<file path="config.mk">
export PLATFORM = sky130hd
export DESIGN_NAME = counter_bank
export DESIGN_NICKNAME = d
export VERILOG_FILES = /design/src/rtl/counter_bank.sv
export SDC_FILE = /design/constraint.sdc
export NUM_CORES = 1
export LEC_CHECK = 0
export BUFFER_PORTS_ARGS = -buffer_cell sky130_fd_sc_hd__buf_2
export CORE_MARGIN = 1.5
export CORE_UTILIZATION = 40
export DETAILED_ROUTE_END_ITERATION = 16
export SLEW_MARGIN = 25
export SYNTH_ARGS = -nofsm -noshare
export SYNTH_HDL_FRONTEND = slang
export SYNTH_SLANG_ARGS = --single-unit
</file>
<file path="constraint.sdc">
create_clock -name clk -period 8.4 [get_ports clk]
set_input_delay 0.42 -clock clk [delete_from_list [all_inputs] [get_ports clk]]
set_output_delay 0.42 -clock clk [all_outputs]
set_load 0.005 [all_outputs]
</file>
<file path="src/rtl/counter_bank.sv">
// rtl/counter_bank.sv - multi-channel counter/timer with shared prescaler on Avalon-MM
module counter_bank #(
  parameter int NUM_CH   = 4,
  parameter int WIDTH    = 32,
  parameter int PRESCALE = 1,
  parameter int ADDR_W   = 2 + $clog2(NUM_CH)
) (
  input  logic              clk,
  input  logic              reset_n,
  input  logic [ADDR_W-1:0] address,
  input  logic              read,
  input  logic              write,
  input  logic [31:0]       writedata,
  output logic [31:0]       readdata,
  output logic              irq
);
  localparam int PS_W = (PRESCALE > 1) ? $clog2(PRESCALE) : 1;
  localparam int CH_W = (NUM_CH > 1) ? $clog2(NUM_CH) : 1;

  logic [PS_W-1:0]  ps;
  logic             tick;
  logic [CH_W-1:0]  sel;
  logic [1:0]       reg_sel;
  logic [31:0]      rd_mux;

  logic [WIDTH-1:0] cnt [NUM_CH];
  logic [WIDTH-1:0] cmp [NUM_CH];
  logic [WIDTH-1:0] nxt [NUM_CH];
  logic [3:0]       ctrl [NUM_CH];
  logic [1:0]       stat [NUM_CH];

  logic [NUM_CH-1:0] wr_cnt, wr_cmp, wr_ctl, wr_st;
  logic [NUM_CH-1:0] adv, rld, set_m, set_o;

  generate
    if (NUM_CH > 1) begin : g_sel
      assign sel = address[ADDR_W-1:2];
    end else begin : g_sel_single
      assign sel = '0;
    end
  endgenerate

  assign reg_sel = address[1:0];
  assign tick    = (ps == PS_W'(PRESCALE - 1));

  // Tick-driven next values and flag events; a COUNT write suppresses this cycle's events.
  always_comb begin
    wr_cnt = '0;
    wr_cmp = '0;
    wr_ctl = '0;
    wr_st  = '0;
    adv    = '0;
    rld    = '0;
    set_m  = '0;
    set_o  = '0;
    for (int c = 0; c < NUM_CH; c++) begin
      nxt[c]    = '0;
      wr_cnt[c] = write && (sel == CH_W'(c)) && (reg_sel == 2'd0);
      wr_cmp[c] = write && (sel == CH_W'(c)) && (reg_sel == 2'd1);
      wr_ctl[c] = write && (sel == CH_W'(c)) && (reg_sel == 2'd2);
      wr_st[c]  = write && (sel == CH_W'(c)) && (reg_sel == 2'd3);
      adv[c]    = tick && ctrl[c][0];
      rld[c]    = ctrl[c][1] && (cnt[c] == cmp[c]);
      nxt[c]    = rld[c] ? '0 : cnt[c] + WIDTH'(1);
      set_m[c]  = adv[c] && !wr_cnt[c] && (nxt[c] == cmp[c]);
      set_o[c]  = adv[c] && !wr_cnt[c] && !rld[c] && (&cnt[c]);
    end
  end

  always_comb begin
    rd_mux = '0;
    case (reg_sel)
      2'd0:    rd_mux[WIDTH-1:0] = cnt[sel];
      2'd1:    rd_mux[WIDTH-1:0] = cmp[sel];
      2'd2:    rd_mux[3:0]       = ctrl[sel];
      default: rd_mux[1:0]       = stat[sel];
    endcase
  end

  always_ff @(posedge clk) begin
    if (!reset_n) begin
      ps       <= '0;
      readdata <= '0;
      for (int c = 0; c < NUM_CH; c++) begin
        cnt[c]  <= '0;
        cmp[c]  <= '1;
        ctrl[c] <= '0;
        stat[c] <= '0;
      end
    end else begin
      ps       <= tick ? '0 : ps + PS_W'(1);
      readdata <= read ? rd_mux : '0;
      for (int c = 0; c < NUM_CH; c++) begin
        if (wr_cnt[c])
          cnt[c] <= writedata[WIDTH-1:0];
        else if (adv[c])
          cnt[c] <= nxt[c];
        if (wr_cmp[c])
          cmp[c] <= writedata[WIDTH-1:0];
        // A CTRL write beats the one-shot auto-disable landing on the same edge.
        if (wr_ctl[c])
          ctrl[c] <= writedata[3:0];
        else if (set_m[c] && ctrl[c][3])
          ctrl[c][0] <= 1'b0;
        stat[c][0] <= set_m[c] | (stat[c][0] & ~(wr_st[c] & writedata[0]));
        stat[c][1] <= set_o[c] | (stat[c][1] & ~(wr_st[c] & writedata[1]));
      end
    end
  end

  always_comb begin
    irq = 1'b0;
    for (int c = 0; c < NUM_CH; c++)
      irq = irq | (stat[c][0] & ctrl[c][2]);
  end

endmodule

</file>
# After elaboration in Yosys (flattened, before gate mapping)
# Memory sizes are Yosys's and may differ from the RTL's.
# Index checks and enable logic that the tools add are counted.
word_totals:
  wordCells: 262
  memories: 4
  ramBits: 280
  in_bits: 40
  register_bits: 33
  out_inout_bits: 33
mem_list:
  columns: ["memory", "words", "width", "read_ports", "rd_clocked_by_memory_dff", "write_ports", "line", "text"]
  rows:
  - ["cmp", 4, 32, 5, 0, 4, "27", "logic [WIDTH-1:0] cmp [NUM_CH];"]
  - ["cnt", 4, 32, 5, 0, 4, "26", "logic [WIDTH-1:0] cnt [NUM_CH];"]
  - ["ctrl", 4, 4, 5, 0, 4, "29", "logic [3:0] ctrl [NUM_CH];"]
  - ["stat", 4, 2, 5, 0, 4, "30", "logic [1:0] stat [NUM_CH];"]
op_classes:
  n_bitwise: 68
  muxes: 105
  addsub: 5
  reduce_logical: 64
  n_eq_ne: 14
op_table:
  columns: ["operator", "n"]
  rows:
  - ["$mux W32", 16]
  - ["$eq A32 B32 Y1", 8]
  - ["$add A32 B1 Y32 const B", 4]
  - ["$reduce_and A32 Y1", 4]
  - ["$mux W1", 82]
  - ["$pmux W28 S2", 1]
  - ["$logic_and A1 B1 Y1", 48]
  - ["$or A1 B1 Y1", 39]
  - ["$and A1 B1 Y1", 20]
  - ["$mux W4", 4]
  - ["$pmux W2 S3", 2]
  - ["$not A1 Y1", 9]
  - ["$eq A2 B2 Y1 const B", 4]
  - ["$logic_not A1 Y1", 8]
  - ["$eq A2 B1 Y1 const B", 2]
  - ["$logic_not A2 Y1", 2]
  - ["$reduce_and A2 Y1", 2]
  - ["$add A1 B1 Y1 const B", 1]

# Longest topological paths before layout
# Gate-level depths: netlist of run 1.
depth:
  depth_word: 12
  depth_mapped: 11
  ltp_nobuf: 10

# Worst setup path before layout of run 1
# No wires, ideal clock.
synth_timing:
  path_kind: "input to register"
  from: "input address[2]"
  to: "memory cmp[3][0] (enable)"
  t_arrival_ns: 4.678
  setup_time_ns: 0.466
  n_path_buf: 4
  setup_slack_ns: 3.257
  stages: 6
  required_time_ns: 7.934
  cell_sequence: "clkbuf_1 -> clkbuf_1 -> buf_1 -> nand3_1 -> buf_1 -> o21ai_0"
synth_lines:
  columns: ["item", "line", "text"]
  rows:
  - ["start: declaration", "10", "input logic [ADDR_W-1:0] address,"]
  - ["end: declaration", "27", null]

==> results of run 1 <==
## final cells by class
class	count	area [µm²]	area share [%]
well taps	688	861	3.66
repair buffers	98	584	2.49
flip-flops and latches	313	8990	38.2
diodes	7	17.5	0.0745
clock inverters	19	235	1.00
multi-input cells	1596	11700	49.6
inverters	43	161	0.687
clock buffers	46	990	4.21
## worst max-delay path by stage
stage,startpoint,cells past startpoint,slack (ns),endpoint
final,cnt[3][0],10,3.66,ctrl[3][0]
after global routing,cnt[1][3],9,3.54,ctrl[1][0]
after CTS,cnt[1][3],9,3.79,ctrl[1][0]
after detailed placement,cnt[1][3],9,3.81,ctrl[1][0]
after global placement,cnt[3][0],10,3.87,ctrl[3][0]
after floorplan,address[2],6,3.26,cmp[3][0]
## tightest hold or removal path, delay by kind of cell
family,cells,cell delay [ns]
buf+inv,1,0.07
simple gates,2,0.24
## flip-flops by register name, indices dropped and copies added (netlist names)
| register | cells |
|---|---|
| cmp | 128 |
| cnt | 128 |
| ctrl | 16 |
| ps | 1 |
| readdata | 32 |
| stat | 8 |
## routing by layer
layer	wire length [µm]	vias to the layer above	global-route usage, %	share of wire [%]
met3	13700	314	10.6	13
li1	-	7968	-	-
met5	44	-	0	0.041
met1	41900	9791	53.4	39
met2	45400	1543	57.1	42
met4	6760	6	21.5	6.3
## metrics by stage
stage | util, % | instance area (µm²) | instances | total power [mW] | hold slack (ns)
6_report | 44.6 | 23500 | 2810 | 4.41 | 0.214
5_1_grt | 44.6 | 23500 | 2804 | 4.50 | 0.239
4_1_cts | 44.6 | 23500 | 2803 | 4.39 | 0.189
3_5_place_dp | 42.2 | 22200 | 2738 | 2.70 | 0.481
3_3_place_gp | 42.2 | 22200 | 2737 | 2.69 | 0.476
2_1_floorplan | - | 21400 | 2110 | 2.33 | 0.452
## power by group through the flow
stage / Clock [mW] / Combinational (mW) / Sequential (mW)
2_1_floorplan: 0 / 0.424 / 1.90
3_5_place_dp: 0 / 0.598 / 2.10
6_report: 1.71 / 0.616 / 2.09
3_3_place_gp: 0 / 0.595 / 2.10
4_1_cts: 1.73 / 0.600 / 2.07
5_1_grt: 1.77 / 0.648 / 2.08
## placed cells by master, fill, tap and decap left out, types with 10 or more instances in the layout
| cell type | netlist | layout |
|---|---|---|
| nand3_1 | 76 | 76 |
| xnor2_1 | 151 | 151 |
| xor2_1 | 95 | 95 |
| nand2b_1 | 17 | 17 |
| nand3b_1 | 10 | 10 |
| and3_1 | 21 | 21 |
| and2_1 | 71 | 71 |
| or3_1 | 139 | 139 |
| and4_1 | 13 | 13 |
| or4_1 | 16 | 16 |
| mux4_2 | 71 | 71 |
| a21oi_1 | 23 | 23 |
| a22oi_1 | 49 | 49 |
| nor3_1 | 37 | 36 |
| nor2_1 | 107 | 104 |
| inv_1 | 43 | 43 |
| a22o_1 | 13 | 13 |
| buf_4 | 3 | 26 |
| buf_2 | 7 | 70 |
| o211ai_1 | 13 | 13 |
| nand2_1 | 147 | 145 |
| o21ai_0 | 110 | 106 |
| nand4_1 | 82 | 82 |
| edfxtp_1 | 272 | 272 |
| nor4_1 | 60 | 59 |
| clkbuf_16 | 0 | 37 |
| nor2b_1 | 62 | 62 |
| mux2i_1 | 35 | 35 |
| o22ai_1 | 17 | 17 |
| dfxtp_1 | 41 | 41 |
## cells by family (layout without fill, tap and decap cells)
logic type	Yosys count	count (layout)	share of synthesized area (%)
XOR/XNOR	248	248	10.3
multiplexers	110	110	9.40
other	1	8	0.0175
buffers and inverters	201	206	3.70
flip-flops	313	313	42.1
AND/OR/NAND/NOR	893	893	23.3
adder cells (fa/ha/maj)	4	4	0.234
AO/OA/AOI/OAI	340	340	11.0
==> results.cfg, run 1 <==
[run_status]
status = finished, final reports clean

[power_and_ir_drop]
peakVddDrop_mv = 0.135
switching_share_pct = 31.4
combPwrFrac_pct = 13.9
p_clk_share_pct = 38.7
power_density_nw_per_um2 = 188
internal_power_mw = 3.03
power_leakage_nw = 7.54
seqPwrFrac_pct = 47.4
p_sw_mw = 1.39

[floorplan]
initial_core_util_pct = 40.6
core_um2 = 52700
die_y_um = 234
dieArea_um2 = 54800
io_pins = 73
fp.dieW_um = 234
rows = 84

[logic_synthesis]
netlist_top_cells_count = edfxtp_1 (272), xnor2_1 (151), nand2_1 (147)
synth.most_common_cell = edfxtp_1
synth_edf_count = 272
synthArstFlopShare_pct = 0
seq_area_frac_synth_pct = 42.1
synthCells = 2110
syn_nets = 2154
yosysTopAreaCell = edfxtp_1
synth_flop_cell = edfxtp_1
synth.area.top_cells = edfxtp_1 (38%), mux4_2 (7.5%), xnor2_1 (6.2%)
synth_top_area_share_pct = 38.2
syn_area_um2 = 21400
ys_types = 83
yosysWarningCount = 0
syn_avg_cell_area_um2 = 10.1
synth_seq_cells = 313

[cts]
ctsHoldBuffers = 0
clkLatencyLatePin_ns = 0.57
cts_max_path_buffers = 3
clkTransAtPathRegs_ns = 0.06
cts_inserted_buffers = 37
clock-sinks = 313
cts_tree = done
cts-root-buf = clkbuf_16
htree_levels = 2
post_cts_buffers = 0
cts_resized = 0

[critical_path]
worstPathCellList = ha_1 > nand2_1 > or4_1 > nor4_2 > nor2_1 > a222oi_1 > nand3_1 > or4_1 > nor4b_2 > a21o_1
startpoint_type = flop
rr_worst_depth = 10
reg2reg_setup_slack_ns = 3.66
required_ns = 8.67
arrival_ns = 5.01
cp_max_fo = 10
end_kind = flop
crit_type = reg2reg
critPathBufInv = 0
r2r-end = ctrl[3][0]
slowest_delay_ns = 0.79
crit_path_frequent_cell = or4_1
r2r-start = cnt[3][0]
slowest_stage = or4_1
critical-path-top-delay-family = simple AND/OR/NAND/NOR gates

[place]
preCtsSetupSlack_ns = 3.81
gp_congestion = 1.02
dpl.hpwl_um = 78600
io_buffers = 72

[sta]
fin_crit_ns = 4.74
worstMarginPinSlew_ns = 0.978
skew_ns = 0.0198
rsz0062_at_grt = no
final_hold_viol_count = 0
fmax_ghz = 0.211
setup_viol = 0
fin_setup_tns_ns = 0
period_share_pct = 56.4
slew_headroom_pct = 34.8
worst_slack_ns = 3.66
slew_violations = 0

[global_route]
grt_pass1_vias = 18100
antenna_found_initial = 20
globalRouteTotalUtil_pct = 39.5
grt_max_degree = 129
grt_pass1_wl_um = 148000
grt_overflow_total = 0

[finish]
nNetsFinal = 2133
area_growth_syn_to_layout_pct = 9.95
fillers = 4969
drive_gt1_share_pct = 12.6

[route]
vias = 19600
via_per_inst = 6.98
wl_per_cell_um = 38.4
wirelength_um = 108000
drtPass1Iterations = 8
postRouteAntennaNets = 0
drtIter0Drc = 3286
post-route-drc-count = 0

[run]
maxCapViolCount = 0

[min_path]
holdPathEnd = readdata[3]
whs_path_depth = 3
min_path_type = in2reg
min_from = read
No activity file was read; power rests on OpenSTA's default activity.
==> inputs of run 2 (changes only) <==
--- a/config.mk
+++ b/config.mk
@@ -5,6 +5,7 @@
 export SDC_FILE = /design/constraint.sdc
 export NUM_CORES = 1
 export LEC_CHECK = 0
+export ABC_AREA = 1
 export BUFFER_PORTS_ARGS = -buffer_cell sky130_fd_sc_hd__buf_2
 export CORE_MARGIN = 1.5
 export CORE_UTILIZATION = 40
==> constraint.sdc (replaced) <==
create_clock -name clk -period 4 [get_ports clk]
set_input_delay 0.2 -clock clk [delete_from_list [all_inputs] [get_ports clk]]
set_output_delay 0.2 -clock clk [all_outputs]
set_load 0.005 [all_outputs]
==> run 2 against run 1 <==
Compared with the run above: wire length increased by 3.7%; synthesized cell count rose by 57%; cell count rose by 48%; clock skew grew 0.0083 ns; first-iteration DRC count is 12% higher; largest cell class unchanged.
==> results.cfg, run 2 <==
[critical_path]
crit_type = reg2reg
startpoint_type = flop
arrival_ns = 3.70
required_ns = 4.29
end_kind = flop
cp_max_fo = 18

[finish]
diodes = 0
mostFrequentLayoutCells = nand2_1 (1066), inv_1 (392), nor2_1 (298), edfxtp_1 (272), nand3_1 (217)
finalInstanceArea_um2 = 25600
reg_top3 = cmp: 128 flops, cnt: 128 flops, readdata: 32 flops
nNetsFinal = 3404
drive_gt1_share_pct = 9.34
final_common_cell = nand2_1
area_growth_syn_to_layout_pct = 12.1
fillers = 5933

[logic_synthesis]
syn_avg_cell_area_um2 = 6.89
synthArstFlopShare_pct = 0
synth_edf_count = 272
yosysWarningCount = 0
synth_flop_cell = edfxtp_1
seq_area_frac_synth_pct = 39.4
synth.area.top_cells = edfxtp_1 (36%), nand2_1 (18%), inv_1 (6.5%)
synth_seq_cells = 313
synthCells = 3307
synth_top_area_share_pct = 35.8
syn_area_um2 = 22800
syn_nets = 3351
netlist_top_cells_count = nand2_1 (1067), inv_1 (392), nor2_1 (305)
ys_types = 48
yosysTopAreaCell = edfxtp_1
synth.most_common_cell = nand2_1

[cts]
clkTransAtPathRegs_ns = 0.06
cts_max_path_buffers = 3
htree_levels = 2
clkLatencyLatePin_ns = 0.60
cts-root-buf = clkbuf_16
cts_inserted_buffers = 42
cts_resized = 0
post_cts_buffers = 0
ctsHoldBuffers = 0
clock-sinks = 313
cts_tree = done

[run_status]
status = finished, final reports clean

[floorplan]
die_y_um = 242
initial_core_util_pct = 40.4
fp.dieW_um = 242
rows = 87
core_um2 = 56400
dieArea_um2 = 58400
io_pins = 73

[run]
maxCapViolCount = 0

[sta]
fmax_ghz = 0.293
fin_setup_tns_ns = 0
rsz0062_at_grt = no
slew_headroom_pct = 37.6
skew_ns = 0.0281
worstMarginPinSlew_ns = 0.935
period_share_pct = 85.2
setup_viol = 0
finalHoldWorstSlack_ns = 0.0991
fin_crit_ns = 3.41
slew_violations = 0
final_hold_viol_count = 0

[global_route]
grt_max_degree = 59
grt_pass1_vias = 23000
grt_pass1_wl_um = 159000
grt_overflow_total = 0
antenna_found_initial = 4
globalRouteTotalUtil_pct = 37.4

[route]
wirelength_um = 112000
via_per_inst = 5.88
wl_per_cell_um = 27.0
drtPass1Iterations = 6
drtIter0Drc = 3670
post-route-drc-count = 0
postRouteAntennaNets = 0
vias = 24400

[power_and_ir_drop]
seqPwrFrac_pct = 41.4
power_leakage_nw = 10.9
p_clk_share_pct = 40.9
combPwrFrac_pct = 17.7
peakVddDrop_mv = 0.328
power_density_nw_per_um2 = 380
switching_share_pct = 32.5
total_power_mw = 9.71
p_sw_mw = 3.15
internal_power_mw = 6.56

[place]
dpl.hpwl_um = 87200
io_buffers = 72
gp_congestion = 1.09
placed_cell_area_um2 = 24100

[min_path]
min_path_type = in2reg
[run 2: cell count changes after synthesis, sizes merged, moves of 110 or more]
cell / change
xnor2: -110
nor2: +224
nand2: +932
a21oi: +114
inv: +387
or3: -139
nand3: +151
[run 2: path summary, 6_finish.rpt]
path | from | endpoint | slack [ns] | depth (start not counted)
max | cnt[2][8] | ctrl[2][0] | 0.59 | 16
min | writedata[31] | cnt[0][31] | 0.1 | 3
max reg2reg | cnt[2][8] | ctrl[2][0] | 0.59 | 16
min reg2reg | stat[1][1] | stat[1][1] | 0.48 | 2
[run 2: cell families (layout without fill, tap and decap cells)]
group	after synthesis	count (layout)	synth area share (%)
flops	313	313	39.4
simple gates	1787	1787	33.0
xor+xnor	134	134	5.15
other cells	1	1	0.0164
compound gates	510	510	12.5
buf+inv	558	645	9.62
fa+ha+maj	4	4	0.220
[run 2: critical path, cell delays in order (launching register included)]
cell and delay [ns]:
edfxtp_1 0.50, xnor2_1 0.25, nand2_1 0.08, nor2_1 0.19, nand2_1 0.08, nor2_1 0.28, nand3_2 0.31, buf_12 0.25
nand2_1 0.07, nand2_1 0.05, nand2_1 0.05, nand2_1 0.05, nor2_1 0.19, nand2_1 0.08, nor2_1 0.35, nand3_2 0.18
o21ai_2 0.15
[run 2: area by class of cell]
class / count / area, µm² / share of cell area, %
multi-input cells: 2436 / 11700 / 45.8
flip-flops and latches: 313 / 8990 / 35.2
inverters: 436 / 1640 / 6.40
clock buffers: 61 / 1270 / 4.95
well taps: 756 / 946 / 3.70
repair buffers: 131 / 841 / 3.29
clock inverters: 17 / 164 / 0.641
[run 2: through the flow]
stage | cells | setup WS, ns | util [%]
detailed placement | 4072 | 0.620 | 42.8
CTS | 4150 | 0.596 | 45.3
finish | 4150 | 0.591 | 45.3
floorplan | 3307 | 0.293 | -
global route | 4150 | 0.405 | 45.3
global placement | 4072 | 0.586 | 42.8
[run 2: layer usage]
| layer | share of wire [%] | vias up | GRT usage [%] |
|---|---|---|---|
| li1 | - | 11000 | - |
| met1 | 38 | 11500 | 48.8 |
| met2 | 44 | 1611 | 58.8 |
| met3 | 11 | 285 | 6.85 |
| met4 | 6.3 | 0 | 20.5 |
| met5 | 0 | - | 0 |
[run 2: power groups by stage]
stage	registers (mW)	logic (mW)	clock network, mW
after CTS	4.01	1.65	3.99
after detailed placement	4.08	1.64	0
after global routing	4.04	1.82	4.11
final	4.02	1.71	3.97
after floorplan	3.98	1.00	0
after global placement	4.08	1.66	0
